<file path="src/rtl/alu_req_arbiter_pkg.sv">
// ============================================================================
// Module : alu_req_arbiter_pkg
// Brief  : Shared types and constants for the ALU request arbiter.
// Rev    : 1.0  initial release
// ============================================================================
`default_nettype none

package alu_req_arbiter_pkg;

  localparam int NUM_REQ = 4;
  localparam int IDX_W   = 2;

  typedef enum logic [1:0] {
    ST_IDLE  = 2'd0,
    ST_ISSUE = 2'd1,
    ST_WAIT  = 2'd2
  } arb_state_t;

  function automatic logic [NUM_REQ-1:0] idx_to_onehot(input logic [IDX_W-1:0] idx);
    idx_to_onehot = NUM_REQ'(1) << idx;
  endfunction

endpackage

`default_nettype wire

</file>
<file path="src/rtl/alu_req_arbiter_priority_encoder.sv">
// ============================================================================
// Module : priority_encoder
// Brief  : Lowest-set-bit priority encoder with an "any bit set" flag.
// Rev    : 1.0  initial release
// ============================================================================
`default_nettype none

module priority_encoder #(
  parameter int N = 4,
  parameter int W = 2
) (
  input  logic [N-1:0] i_req,
  output logic [W-1:0] o_idx,
  output logic         o_v
);

  // Scan from the top so the lowest set bit is the last one written.
  always_comb begin
    o_idx = '0;
    for (int i = N - 1; i >= 0; i--) begin
      if (i_req[i]) o_idx = W'(i);
    end
  end

  assign o_v = |i_req;

endmodule

`default_nettype wire

</file>
<file path="src/rtl/alu_req_arbiter.sv">
// ============================================================================
// Module : alu_req_arbiter
// Brief  : Shares one ALU among four requesters (fixed or round-robin) with a
//          done/timeout handshake.
// Rev    : 1.0  initial release
// ============================================================================
`default_nettype none

module alu_req_arbiter
  import alu_req_arbiter_pkg::*;
#(
  parameter int TIMEOUT = 15,
  parameter int CNT_W   = 4
) (
  input  logic               clk,
  input  logic               rst,
  input  logic [NUM_REQ-1:0] i_req,
  input  logic               i_rr_en,
  input  logic               i_alu_done,
  output logic [NUM_REQ-1:0] o_grant,
  output logic [IDX_W-1:0]   o_grant_idx,
  output logic               o_grant_vld,
  output logic               o_alu_start,
  output logic               o_timeout
);

  arb_state_t         r_state;
  logic [NUM_REQ-1:0] r_grant;
  logic [IDX_W-1:0]   r_grant_idx;
  logic               r_grant_vld;
  logic               r_alu_start;
  logic               r_timeout;
  logic [IDX_W-1:0]   r_rr_ptr;
  logic               r_rr_mode;
  logic [CNT_W-1:0]   r_wd_cnt;

  logic [IDX_W-1:0]   w_rot;
  logic [NUM_REQ-1:0] w_rot_req;
  logic [IDX_W-1:0]   w_off;
  logic               w_any;
  logic [IDX_W-1:0]   w_win_idx;
  logic [CNT_W-1:0]   w_wd_inc;
  logic               w_wd_expired;

  // Fixed priority is simply round-robin with the rotation pinned at 0.
  assign w_rot = i_rr_en ? r_rr_ptr : '0;

  always_comb begin
    w_rot_req = '0;
    for (int i = 0; i < NUM_REQ; i++) begin
      w_rot_req[i] = i_req[IDX_W'(i + int'(w_rot))];
    end
  end

  priority_encoder #(
    .N(NUM_REQ),
    .W(IDX_W)
  ) u_prio_enc (
    .i_req(w_rot_req),
    .o_idx(w_off),
    .o_v  (w_any)
  );

  assign w_win_idx    = w_off + w_rot;
  assign w_wd_inc     = r_wd_cnt + CNT_W'(1);
  assign w_wd_expired = (w_wd_inc == CNT_W'(TIMEOUT));

  always_ff @(posedge clk or posedge rst) begin
    if (rst) begin
      r_state     <= ST_IDLE;
      r_grant     <= '0;
      r_grant_idx <= '0;
      r_grant_vld <= 1'b0;
      r_alu_start <= 1'b0;
      r_timeout   <= 1'b0;
      r_rr_ptr    <= '0;
      r_rr_mode   <= 1'b0;
      r_wd_cnt    <= '0;
    end else begin
      r_alu_start <= 1'b0;
      r_timeout   <= 1'b0;
      case (r_state)
        ST_IDLE: begin
          if (w_any) begin
            r_state     <= ST_ISSUE;
            r_grant     <= idx_to_onehot(w_win_idx);
            r_grant_idx <= w_win_idx;
            r_grant_vld <= 1'b1;
            r_alu_start <= 1'b1;
            r_rr_mode   <= i_rr_en;
          end
        end
        ST_ISSUE: begin
          r_wd_cnt <= '0;
          if (i_alu_done) begin
            r_state     <= ST_IDLE;
            r_grant     <= '0;
            r_grant_vld <= 1'b0;
            if (r_rr_mode) r_rr_ptr <= r_grant_idx + IDX_W'(1);
          end else begin
            r_state <= ST_WAIT;
          end
        end
        ST_WAIT: begin
          // Done takes precedence over an expiring watchdog on the same cycle.
          if (i_alu_done || w_wd_expired) begin
            r_state     <= ST_IDLE;
            r_grant     <= '0;
            r_grant_vld <= 1'b0;
            r_timeout   <= ~i_alu_done;
            if (r_rr_mode) r_rr_ptr <= r_grant_idx + IDX_W'(1);
          end else begin
            r_wd_cnt <= w_wd_inc;
          end
        end
        default: r_state <= ST_IDLE;
      endcase
    end
  end

  assign o_grant     = r_grant;
  assign o_grant_idx = r_grant_idx;
  assign o_grant_vld = r_grant_vld;
  assign o_alu_start = r_alu_start;
  assign o_timeout   = r_timeout;

endmodule

`default_nettype wire

</file>
<file path="config.mk">
export PLATFORM = sky130hd
export DESIGN_NAME = alu_req_arbiter
export DESIGN_NICKNAME = d
export VERILOG_FILES = /design/src/rtl/alu_req_arbiter_pkg.sv /design/src/rtl/alu_req_arbiter_priority_encoder.sv /design/src/rtl/alu_req_arbiter.sv
export SDC_FILE = /design/constraint.sdc
export NUM_CORES = 1
export LEC_CHECK = 0
export ABC_AREA = 1
export CAP_MARGIN = 15
export CORE_AREA = 2 2 50 52
export DETAILED_ROUTE_END_ITERATION = 8
export DIE_AREA = 0 0 52 54
export PLACE_DENSITY = 0.76
export SKIP_CTS_REPAIR_TIMING = 1
export SLEW_MARGIN = 20
export SYNTH_ARGS = -nofsm -noshare
export SYNTH_HDL_FRONTEND = slang
export SYNTH_SLANG_ARGS = --single-unit
</file>
<file path="constraint.sdc">
create_clock -name clk -period 2.3 [get_ports clk]
set_input_delay 0.46 -clock clk [delete_from_list [all_inputs] [get_ports clk]]
set_output_delay 0.46 -clock clk [all_outputs]
set_load 0.005 [all_outputs]
</file>
* Yosys cells after proc, flatten, opt, wreduce, memory -nomap -nowiden
Index checks and enable logic that the tools add are counted.
** Storage, ports and cells
- Bits in registers :: 18
- Bits in latches :: 0
- Bits in writable memories :: 0
- Bits in read-only memories :: 0
- Input bits :: 8
- Output and inout bits :: 9
- Memories :: 0
** Cells by class
- Add/sub/neg operators :: 6
- $mul :: 0
- Div/mod/pow operators :: 0
- Magnitude comparators :: 4
- Equality and inequality tests :: 7
- Shift operators :: 1
- Multiplexer cells :: 39
- Bitwise operators :: 1
- Reduce and logical (&&, ||, !) cells :: 10
** Operators by type and width (number)
- 2-to-1 mux 2 bit :: 11
- < comparator 2 x 4 -> 1 bit (second input constant) :: 4
- 2-to-1 mux 4 bit :: 4
- 2-to-1 mux 1 bit :: 15
- case mux 4 bit (3 select lines) :: 1
- binary-select mux 1 bit (select 2 bit) :: 4
- case mux 4 bit (2 select lines) :: 1
- inequality test 2 bit (second input constant) :: 3
- case mux 2 bit (3 select lines) :: 1
- AND reduction 2 bit :: 3
- adder 2 bit (first input constant) :: 2
- adder 4 x 1 -> 4 bit (second input constant) :: 1
- equality test 4 bit (second input constant) :: 1
- case mux 2 bit (2 select lines) :: 1
- AND reduction 4 bit :: 1
- OR reduction 4 bit :: 1
- left shift 1 x 2 -> 4 bit (first input constant) :: 1
- case mux 1 bit (3 select lines) :: 1
- AND reduction 3 bit :: 1
- nonzero test 3 bit :: 1
- adder 1 x 2 -> 2 bit (first input constant) :: 1
- adder 2 x 1 -> 2 bit (second input constant) :: 1
- adder 2 bit :: 1
- equality test 2 x 1 -> 1 bit (second input constant) :: 1
- other kinds (6) :: 6

* Depth between registers and ports, before layout
Gate-level depths: netlist of the first run.
- Depth in word-level cells :: 13
- Gate-level depth with buffers :: 14
- Gate-level depth less buffers :: 14

* Hierarchy
A second synthesis of the first run with hierarchy kept.
** Second synthesis, totals
- Cells, all modules :: 153
- Area total of the unflattened synthesis :: 1121.1 µm²
** Modules (own cells, without submodules)
- alu_req_arbiter :: instances 1, cells an instance 144, area each 1074.8 µm²
- priority_encoder :: instances 1, cells an instance 9, area each 46.3 µm²

* Worst setup path before layout of the first run
Ideal clock, no wire load.
- Path kind :: input -> register
- Start point :: input port i_rr_en
- End point :: register r_grant[3], in the netlist o_grant[3]
- Setup time :: 0.123 ns
- Arrival time :: 1.744 ns
- Required time :: 2.177 ns
- Setup slack :: 0.433 ns
- Stages :: 14
- Cells stage by stage :: buf_4 > nand3_1 > nand2_1 > nand2_1 > nand2_2 > a31oi_1 > nor2_1 > ha_1 > xor2_1 > inv_1 > nand2_2 > nand2_2 > nand3_1 > o21ai_1
** Between the ends
- Word-level cells in the longest chain between the ends :: 13
- Elaborated cells between the ends (all ways) :: 27
- Classes of those cells :: add/sub: 4; eq/ne: 1; shift: 1; mux: 19; reduce/logical: 2
** Ends and longest elaborated chain
- start, declared :: line alu_req_arbiter.sv:18 : input logic i_rr_en,
- 2-to-1 mux 2 bit (*) :: line alu_req_arbiter.sv:46 : assign w_rot = i_rr_en ? r_rr_ptr : '0;
- adder 2 bit :: line alu_req_arbiter.sv:51 : w_rot_req[i] = i_req[IDX_W'(i + int'(w_rot))];
- binary-select mux 1 bit (select 2 bit) :: line alu_req_arbiter.sv:51
- 2-to-1 mux 1 bit (implied by the code) (2 in series) :: line alu_req_arbiter.sv:51
- 2-to-1 mux 2 bit (4 in series) :: line alu_req_arbiter_priority_encoder.sv:21 : if (i_req[i]) o_idx = W'(i);
- adder 2 bit :: line alu_req_arbiter.sv:64 : assign w_win_idx = w_off + w_rot;
- left shift 1 x 2 -> 4 bit :: line alu_req_arbiter_pkg.sv:20 : idx_to_onehot = NUM_REQ'(1) << idx;
- 2-to-1 mux 4 bit :: line alu_req_arbiter.sv:84 : if (w_any) begin
- case mux 4 bit (3 select lines) :: line alu_req_arbiter.sv:82 : case (r_state)
- end signal, assigned :: line alu_req_arbiter.sv:86 : r_grant <= idx_to_onehot(w_win_idx);
- end, declared :: line alu_req_arbiter.sv:28 : logic [NUM_REQ-1:0] r_grant;
Mark *: on every way between the ends. The rest lies on a longest branch, timed or not. The select of a mux whose other input is x is not followed.
A chain may end at the register's enable or synchronous reset.

* Worst setup path after layout of the first run
- Start point :: input port i_req[1]
- End point :: register r_grant[2], in the netlist o_grant[2]
** Between the ends
- Word-level cells in the longest chain between the ends :: 11
- Elaborated cells between the ends (all ways) :: 23
- Classes of those cells :: add/sub: 1; eq/ne: 1; shift: 1; mux: 18; reduce/logical: 2
** Ends and longest elaborated chain
- start, declared :: line alu_req_arbiter.sv:17 : input logic [NUM_REQ-1:0] i_req,
- binary-select mux 1 bit (select 2 bit) :: line alu_req_arbiter.sv:51
- 2-to-1 mux 1 bit (implied by the code) (2 in series) :: line alu_req_arbiter.sv:51
- 2-to-1 mux 2 bit (4 in series) :: line alu_req_arbiter_priority_encoder.sv:21
- adder 2 bit :: line alu_req_arbiter.sv:64
- left shift 1 x 2 -> 4 bit :: line alu_req_arbiter_pkg.sv:20
- 2-to-1 mux 4 bit :: line alu_req_arbiter.sv:84
- case mux 4 bit (3 select lines) :: line alu_req_arbiter.sv:82
Parallel ways exist; a longest one is shown, timed or not. The select of a mux whose other input is x is not followed.

==> out/qor.yml, run 1 <==
gp_congestion: 0.721
ys.flop_type: "dfrtp_1"
antennaDiodeCount: 0
core_area_sq_um: 2320
grt_pass1_vias: 993
drive_gt1_share_pct: 16.4
clock_skew_ns: 0.00402
yosysTopAreaCell: "dfrtp_1"
cellPowerDensity_nw_per_um2: 1150
ys_seq_area_share_pct: 38.7
syn-instance-count: 152
vias: 1032
cts.htree.levels: 1
period_share_pct: 89.3
yosys.area.top_type_share_pct: 38.7
layout_setup_ws_ns: 0.246
rr_worst_depth: 13
clkSinkCount: 18
cts_made_buffers: 3
final_nets: 193
initial_core_util_pct: 50.2
gr-usage-all-layers_pct: 18.8
routedWlPerCell_microns: 11.4
die_w_microns: 52
worstMarginPinSlew_ns: 0.696
worstPathArrival_ns: 2.29
ys_top_cells_by_count: "43 x nand2_1, 22 x inv_1, 18 x dfrtp_1"
finalSetupViolCount: 0
drv_slew: 0
root_buffer: "clkbuf_4"
fin_crit_ns: 2.05
io_buffers: 16
critPathMaxFanout: 3
crit_required_ns: 2.54
routed_wl_mm: 2.36
async_flop_share_pct: 100
dp_hpwl_mm: 1.87
power_w: 0.00165
worst_setup_path_end_kind: "flop"
outcome: "complete, no violations"
grt_pass1_wl_mm: 3.86
drv_cap: 0
grt_max_degree: 19
crit_type: "in -> reg"
synth_fp_nets: 167
ys_types: 23
num-fill-cells: 208
routed_via_density: 4.99
tritoncts: "built"
hold_depth: 2
vdd_drop_max_v: 0.000689
grt-ovfl-total: 0
ys_ff_latch: 18
yosys_warnings: 0
placedInstanceArea_sq_um: 1400
max-clock-path-buffers: 2
final_area_sq_um: 1440
first_pass_iters: 4
holdWs_ns: 0.500
netlist_area_sq_um: 1160
die-area_sq_um: 2810
max_slew_margin_pct: 53.6
rsz0062_at_grt: "false"
dr.first_iter.drc_count: 20
tns_ns: 0
antenna_left: 0
row_count: 18
insertion_delay_ns: 0.30
startpoint_type: "primary input"
drc: 0
hp-class: "reg -> reg"
dieHeight_microns: 54
hold_violations: 0
io_pins: 17
synth_edf_count: 0
synth.avg_cell_area_sq_um: 7.66
antenna_found_initial: 0
syn_to_final_growth_pct: 23.6
synth_most_common_cell: "nand2_1"
p_leak_nw: 0.754
dp_slack_ns: -0.327
fmax_mhz: 487
synth.top_cells.by_area: "dfrtp_1 39%, nand2_1 14%, ha_1 7.5%"
clkSlewWorstSetupHoldPaths_ns: 0.10
registers in the layout, summed over array words and instances (netlist names):
signal,count
r_rr_mode,1
r_state,2
o_grant_idx,2
o_grant,4
r_rr_ptr,2
r_wd_cnt,4
o_grant_vld,1
o_alu_start,1
o_timeout,1
layer usage:
layer / vias to the layer above / global-route usage [%] / share of wire [%]
met4: 0 / 11.0 / 2.3
met3: 5 / 1.67 / 2.6
met1: 477 / 19.7 / 45
met5: - / 0 / 0
met2: 13 / 36.3 / 50
li1: 537 / - / -
cell type report:
class	count	area [sq um]	share of cell area [%]
Clock buffer	4	36.3	2.52
Inverter	25	93.8	6.52
Multi-Input combinational cell	107	606	42.1
Sequential cell	18	452	31.4
Tap cell	30	37.5	2.61
Timing Repair Buffer	23	215	14.9
critical path: stages:
cell             delay (ns)
clkdlybuf4s50_1        0.51
nand3_1                0.11
nand3_1                0.09
nand2_1                0.08
a31oi_1                0.15
nor2_1                 0.06
ha_1                   0.19
xor2_1                 0.23
nand3_2                0.13
nand2_2                0.10
nand3_1                0.06
o21ai_1                0.11
per-stage QoR:
| stage | utilization [%] | instances |
|---|---|---|
| floorplan | - | 152 |
| global placement | 60.4 | 203 |
| detailed placement | 60.4 | 203 |
| CTS | 61.9 | 207 |
| global route | 62.1 | 207 |
| finish | 62.1 | 207 |
cells in the final DEF (no fill, tap or decap), types with 2 or more instances in the layout:
cell type        count
clkdlybuf4s50_1     15
dfrtp_1             17
nand2_2              7
o21ai_0              4
nor2_1               4
nand3_1             17
o22ai_1              3
inv_2                3
nand4_1              2
ha_1                 7
xor2_1               2
o21ai_1              6
buf_4                7
xnor2_1              2
clkbuf_4             3
nand3_2              3
inv_1               22
nand2_1             43
cells by family after synthesis:
group	after synthesis	share of synthesized area [%]
AO/OA/AOI/OAI	17	8.70
XOR/XNOR	4	3.01
adder cells (fa/ha/maj)	7	7.52
buffers and inverters	27	9.34
flip-flops	18	38.7
AND/OR/NAND/NOR	79	32.8
power breakdown:
part	switching [W]	leakage [nW]	internal, W
clock network	0.000102	0.0210	0.0000967
logic	0.000519	0.499	0.000401
registers	0.000103	0.233	0.000434
total	0.000724	0.754	0.000931
final timing paths:
kind | slack [ns] | end | from
worst max-delay path | 0.25 | o_grant[2] | i_req[1]
worst min-delay path | 0.50 | o_grant[1] | o_grant[1]
worst max register to register | 0.25 | o_grant[2] | r_rr_ptr[0]
worst min register to register | 0.50 | o_grant[1] | o_grant[1]
max in group asynchronous | 1.26 | r_rr_ptr[0] | rst
min in group asynchronous | 0.55 | r_state[1] | rst
Power figures use the tool's default switching activity.
==> run 2: changes to the inputs <==
--- a/config.mk
+++ b/config.mk
@@ -6,13 +6,16 @@
 export NUM_CORES = 1
 export LEC_CHECK = 0
 export ABC_AREA = 1
+export ABC_CLOCK_PERIOD_IN_PS = 2300
 export CAP_MARGIN = 15
 export CORE_AREA = 2 2 50 52
 export DETAILED_ROUTE_END_ITERATION = 8
 export DIE_AREA = 0 0 52 54
+export MAX_ROUTING_LAYER = met4
 export PLACE_DENSITY = 0.76
 export SKIP_CTS_REPAIR_TIMING = 1
 export SLEW_MARGIN = 20
 export SYNTH_ARGS = -nofsm -noshare
 export SYNTH_HDL_FRONTEND = slang
 export SYNTH_SLANG_ARGS = --single-unit
+export TNS_END_PERCENT = 100
==> results of run 2 <==
Final layout, timing and power as in run 1 (identical DEF).
Main changes from that run: final weighted congestion in routability-driven placement 0.721 -> 0.729; overall routing resource usage 18.8% -> 19.3%
